==> config.mk <==
export PLATFORM = sky130hd
export DESIGN_NAME = demux_lane_scheduler
export DESIGN_NICKNAME = d
export VERILOG_FILES = /design/src/rtl/demux_lane_scheduler.sv
export SDC_FILE = /design/constraint.sdc
export NUM_CORES = 1
export LEC_CHECK = 0
export BUFFER_PORTS_ARGS = -buffer_cell sky130_fd_sc_hd__buf_2
export CAP_MARGIN = 40
export CORE_MARGIN = 4
export CORE_UTILIZATION = 35
export CTS_BUF_LIST = sky130_fd_sc_hd__clkbuf_2
export DETAILED_ROUTE_END_ITERATION = 6
export PLACE_DENSITY_LB_ADDON = 0.05
export REMOVE_ABC_BUFFERS = 1
export SYNTH_ARGS = -nofsm -noshare
export SYNTH_HDL_FRONTEND = slang
export SYNTH_SLANG_ARGS = --single-unit
==> constraint.sdc <==
create_clock -name clk -period 5.15 [get_ports clk]
set_clock_uncertainty 0.05 [all_clocks]
set_input_delay 0.7725 -clock clk [delete_from_list [all_inputs] [get_ports clk]]
set_output_delay 0.7725 -clock clk [all_outputs]
set_load 0.05 [all_outputs]
==> src/rtl/demux_lane_scheduler.sv <==
// rtl/demux_lane_scheduler.sv - round-robin scheduler for a 2-bit 1-to-4 lane demux
// Words wait on the target lane's ready; a stalled lane is skipped after STALL_MAX cycles.
module demux_lane_scheduler #(
   parameter int STALL_MAX = 7,
   parameter int CNT_W     = 8
) (
   input  logic             clk,
   input  logic             rst_n,
   input  logic [3:0]       en,
   input  logic             in_valid,
   input  logic [1:0]       in_data,
   output logic             in_ready,
   input  logic [3:0]       lane_rdy,
   output logic [1:0]       sel,
   output logic [7:0]       z,
   output logic [3:0]       lane_vld,
   output logic [CNT_W-1:0] skip_cnt
);

   typedef enum logic {IDLE, DELIVER} state_t;

   localparam logic [7:0] STALL_LAST = 8'(STALL_MAX - 1);

   state_t           state, state_n;
   logic [1:0]       data_q, data_n;
   logic [1:0]       tgt, tgt_n;
   logic [1:0]       ptr, ptr_n;
   logic [7:0]       stall_cnt, stall_n;
   logic [CNT_W-1:0] skip_n;
   logic [1:0]       sel_n;
   logic [7:0]       z_n;
   logic [3:0]       vld_n;
   logic [2:0]       pick;
   logic             accept, complete;

   // {found, lane}: first enabled lane among start .. start+span-1 (mod 4)
   function automatic logic [2:0] find_lane(input logic [1:0] start, input logic [3:0] mask,
                                            input int span);
      logic [2:0] r;
      logic [1:0] l;
      r = 3'b000;
      for (int i = 3; i >= 0; i--) begin
         l = start + 2'(i);
         if (i < span && mask[l]) r = {1'b1, l};
      end
      return r;
   endfunction

   assign in_ready = rst_n && (en != 4'b0000) && (state == IDLE || lane_rdy[tgt]);
   assign accept   = in_valid && in_ready;
   assign complete = (state == DELIVER) && lane_rdy[tgt];

   always_comb begin
      state_n = state;
      data_n  = data_q;
      tgt_n   = tgt;
      ptr_n   = ptr;
      stall_n = stall_cnt;
      skip_n  = skip_cnt;
      pick    = 3'b000;

      if (complete) begin
         ptr_n   = tgt + 2'd1;
         stall_n = 8'd0;
         state_n = IDLE;
      end

      if (accept) begin
         // ptr_n already points past a just-completed lane, giving one word per cycle
         pick    = find_lane(ptr_n, en, 4);
         tgt_n   = pick[1:0];
         data_n  = in_data;
         stall_n = 8'd0;
         state_n = DELIVER;
      end else if (state == DELIVER && !lane_rdy[tgt]) begin
         if (stall_cnt == STALL_LAST) begin
            stall_n = 8'd0;
            pick    = find_lane(tgt + 2'd1, en, 3);
            if (pick[2]) begin
               tgt_n = pick[1:0];
               if (skip_cnt != {CNT_W{1'b1}}) skip_n = skip_cnt + 1'b1;
            end
         end else begin
            stall_n = stall_cnt + 8'd1;
         end
      end

      if (state_n == DELIVER) begin
         sel_n = tgt_n;
         z_n   = 8'(data_n) << {tgt_n, 1'b0};
         vld_n = 4'b0001 << tgt_n;
      end else begin
         sel_n = sel;
         z_n   = 8'h00;
         vld_n = 4'b0000;
      end
   end

   always_ff @(posedge clk or negedge rst_n) begin
      if (!rst_n) begin
         state     <= IDLE;
         data_q    <= 2'b00;
         tgt       <= 2'b00;
         ptr       <= 2'b00;
         stall_cnt <= 8'd0;
         skip_cnt  <= '0;
         sel       <= 2'b00;
         z         <= 8'h00;
         lane_vld  <= 4'b0000;
      end else begin
         state     <= state_n;
         data_q    <= data_n;
         tgt       <= tgt_n;
         ptr       <= ptr_n;
         stall_cnt <= stall_n;
         skip_cnt  <= skip_n;
         sel       <= sel_n;
         z         <= z_n;
         lane_vld  <= vld_n;
      end
   end

endmodule
* Word level (Yosys, flattened, before mapping)
Index checks and enable logic that the tools add are counted.
Word-level totals: register bits 37, output and inout port bits 23, bits of input ports 13, logic and storage cells 81
Cells by class: equal/unequal tests 2, magnitude comparators 8, reductions and logical operators 10, mux-type cells 40, bitwise gates (word level) 2, shifts and indexed selects 2, add/sub/neg operators 8
Operator list (count):
- $mux 8 | 5
- $lt 2x3->1 const B | 8
- $mux 2 | 10
- $mux 3 | 6
- $add 8x1->8 const B | 2
- $bmux 1 s2 | 8
- $mux 1 | 10
- $eq 8x3->1 const B | 1
- $ne 8x8->1 const B | 1
- $shl 2x3->8 | 1
- $add 2x1->2 const B | 3
- $add 2x2->2 const B | 3
- $logic_and 1x1->1 | 5
- $reduce_and 5->1 | 1
- $mux 4 | 1
- $reduce_bool 4->1 | 1
- $shl 1x2->4 const A | 1
- $reduce_bool 3->1 | 1
- $not 1->1 | 2
- $logic_not 1->1 | 1
- $logic_or 1x1->1 | 1

* Longest topological paths before layout
depth after elaboration 16, gate-level depth with buffers 9, mapped depth without buffers 9

* Least setup slack after synthesis
Ideal clock, no wire load.
path kind input -> output, start input port lane_rdy[3], end output port in_ready, path buffers 1, slack 2432 ps, data arrival time 1895 ps, required time 4328 ps, stages 4, path through mux2i_1 a22o_1 buf_2 nor2_1
On the way: longest elaborated chain between the ends 4
RTL lines:
- start: declaration | RTL line 13 | input logic [3:0] lane_rdy,
- $bmux 1 s2 | RTL line 49 | assign in_ready = rst_n && (en != 4'b0000) && (state == IDLE || lane_rdy[tgt]);
- $mux 1 (implied by the code) | RTL line 49
- $logic_or 1x1->1 | RTL line 49
- $logic_and 1x1->1 | RTL line 49
- end: declaration | RTL line 12 | output logic in_ready,
No other way between the ends. The select of a mux whose other input is x is not followed.

* Worst setup path in the final report
start register tgt[1], end output port in_ready
On the way: longest elaborated chain between the ends 4
RTL lines:
- start: declaration | RTL line 26 | logic [1:0] tgt, tgt_n;
- start signal: assignment | RTL line 113 | tgt <= tgt_n;
- $bmux 1 s2 | RTL line 49
- $mux 1 (implied by the code) | RTL line 49
- $logic_or 1x1->1 | RTL line 49
- $logic_and 1x1->1 | RTL line 49
No other way between the ends. The select of a mux whose other input is x is not followed.

==> metrics.txt <==
Async SR Flop Fraction=1.00; post-synthesis compound-gate area fraction=0.172; fin util=0.414; DP Area=2200 µm²; Reg clk slew, reported paths=0.20 ns; Post-CTS Setup Bufs=0; I/O pins=36; register share of total power=0.405; Startpoint Class=flop; fmax=0.328 GHz; maximum VDD drop=0.207 mV; grt total ovfl=0; CP max FO=16; minimum clock period=3.05 ns; Bufs on Longest Clock Path=2; Synthesis Warnings=0; initial antenna violation count=0; gp weighted congestion=0.748; I/O Buffers=35; vias in the first global route=1560; Die ar.=6900 µm²; Pre-Repair DR Iteration Count=4; Static Leakage=1.07 nW; Worst EP arrival=2.22 ns; CP max-delay cell=dfrtp_1; pwr dens=458 nW/µm²; final hold violations=0; Clock power frac=0.177; Die W=83.1 µm; Worst-Skew Late Latency=0.37 ns; mux contribution to synthesized area=0.0533; Vias=1566; Worst Max-Slew Pin Slew=0.584 ns; Initial Util=0.360; Largest delay share family, worst path=flip-flops; max-slew violations=0; post-CTS sizing=0; CTS tree=built; run status=finished, final reports clean; clock tree root buffer cell=clkbuf_2; area grow syn2layout=14.8%; H-tree depth=2; Seq/Total Area, Yosys=0.470; RSZ-0062 raised after global routing=no; Post-Syn Area per Cell=9.81 µm²; Ant. Diodes=0; largest family of logic cells by synthesized area=simple AND/OR/NAND/NOR gates; per-cell routed wire length=14.7 µm; Placement Setup Slack=1.94 ns; Switching Fraction=0.452; first-pass GRT wire length=7730 µm; Worst Path Buf+Inv=1; pin count of the biggest net entering global routing=39; Die H=83.1 µm; CTS hold repair buffers=0; Via density=5.08; final instance area=2260 µm²; Post-synth EDFFs=0; commonest non-fill, non-tap cell in the layout=dfrtp_1; synthesis-stage register bit count=37; post-route DRC violation count=0; Post-Syn Instances=201; CP peak stage delay=0.74 ns; post-route antenna net violation count=0; Worst Path Required=4.33 ns; CP Launch Point=tgt[1]$_DFF_PN0_; relative max-transition margin=0.611; Max Cap Violations=0; Final setup viols=0; CTS sink cnt=37; distinct cell type count after synthesis=48; CP endpoint kind=output pin; final WL=4530 µm; GRT Total Usage=0.137; setup TNS=0 ns; core area=5470 µm²; hpwl dp=3250 µm; Post-Syn Area=1970 µm²; Placement Rows=27; CTS Buf Count=5; layout cells sized above 1=0.233; PnR worst setup slack=2.10 ns; final-stage net count=251; XOR/XNOR Fraction of Synth Area=0.0400; WS Path Type=flop to output pin; most frequent cells in the layout=dfrtp_1 (37), buf_2 (35), nor2_1 (17), nand2_1 (17), o21ai_0 (15); flop2flop setup slack=2.30 ns; Comb power frac=0.419; Period Utilization, post-route=0.592; sw power=0.469 mW; crit path cell chain=mux2i_1 -> a22o_1 -> nor2_1 -> buf_2; internal power=0.568 mW; Hold Path Class=input pin to asynchronous set/reset pin; R2R Path Start=tgt[1]$_DFF_PN0_; post-synthesis simple-gate area fraction=0.208; adder-cell area share of the yosys netlist=0.0190; detailed router's first-iteration violation count=74; ys flop type=dfrtp_1
-- sequential cells by signal, indices dropped and copies added, names as in the netlist --
register,count
sel,2
lane_vld,4
stall_cnt,8
data_q,2
z,8
state,1
ptr,2
skip_cnt,8
tgt,2
-- Yosys cell counts, drive strengths merged (2+ instances only) --
library cell / number / area share
and2: 2 / 0.0063
nand4: 3 / 0.0095
a21o: 2 / 0.0076
mux2: 2 / 0.011
a211oi: 2 / 0.0076
nand3b: 3 / 0.011
nand3: 11 / 0.028
nor2b: 3 / 0.0095
dfrtp: 37 / 0.47
ha: 3 / 0.019
nor3: 11 / 0.028
nand2b: 2 / 0.0063
o21ai: 15 / 0.038
o211ai: 2 / 0.0076
o22ai: 3 / 0.016
clkbuf: 2 / 0.0038
and3: 6 / 0.019
buf: 7 / 0.021
a21oi: 4 / 0.010
xnor2: 6 / 0.027
nand2: 17 / 0.032
xor2: 3 / 0.013
mux2i: 6 / 0.030
a41oi: 2 / 0.013
nor2: 18 / 0.036
inv: 7 / 0.013
o2111ai: 2 / 0.0089
or2: 2 / 0.0063
a31oi: 3 / 0.0095
-- cell type report --
class                      instances  area (µm²)
tap                               72        90.1
multi-input combinational        148         971
clock buffer                       6        30.0
inverter                           7        26.3
timing repair buffer              36         183
clock inverter                     2        38.8
sequential                        37         926
fill                             572        3210
-- through the flow --
step                instances  hold WS, ns  power (mW)
floorplan                 192        0.388       0.741
global placement          300        0.411       0.872
detailed placement        300        0.411       0.863
CTS                       308        0.346        1.05
global route              308        0.348        1.11
finish                    308        0.361        1.04
-- final timing paths --
check	end	cells after the start
max reg2reg	z[1]$_DFF_PN0_	7
min	stall_cnt[0]$_DFFE_PN0P_	2
min in group clk	stall_cnt[7]$_DFFE_PN0P_	1
max in group asynchronous	state$_DFF_PN0_	2
max	in_ready	4
min reg2reg	stall_cnt[7]$_DFFE_PN0P_	1
-- logic make-up after synthesis --
group                    after synthesis
AND/OR/NAND/NOR                       82
buffers and inverters                 16
AO/OA/AOI/OAI                         45
XOR/XNOR                               9
multiplexers                           9
adder cells (fa/ha/maj)                3
flip-flops                            37
-- layer usage --
| metal | global-route usage | wire, µm |
|---|---|---|
| met1 | 0.195 | 2260 |
| met2 | 0.207 | 2090 |
| met5 | 0 | 0 |
| met4 | 0.0357 | 24 |
| met3 | 0.0367 | 158 |
-- power groups by stage --
stage / clock network [mW] / logic (mW) / registers (mW)
4_1_cts: 0.191 / 0.438 / 0.419
6_report: 0.183 / 0.434 / 0.420
3_5_place_dp: 0 / 0.437 / 0.426
5_1_grt: 0.203 / 0.481 / 0.432
3_3_place_gp: 0 / 0.444 / 0.428
2_1_floorplan: 0 / 0.232 / 0.508
No activity file was read; power rests on OpenSTA's default activity.
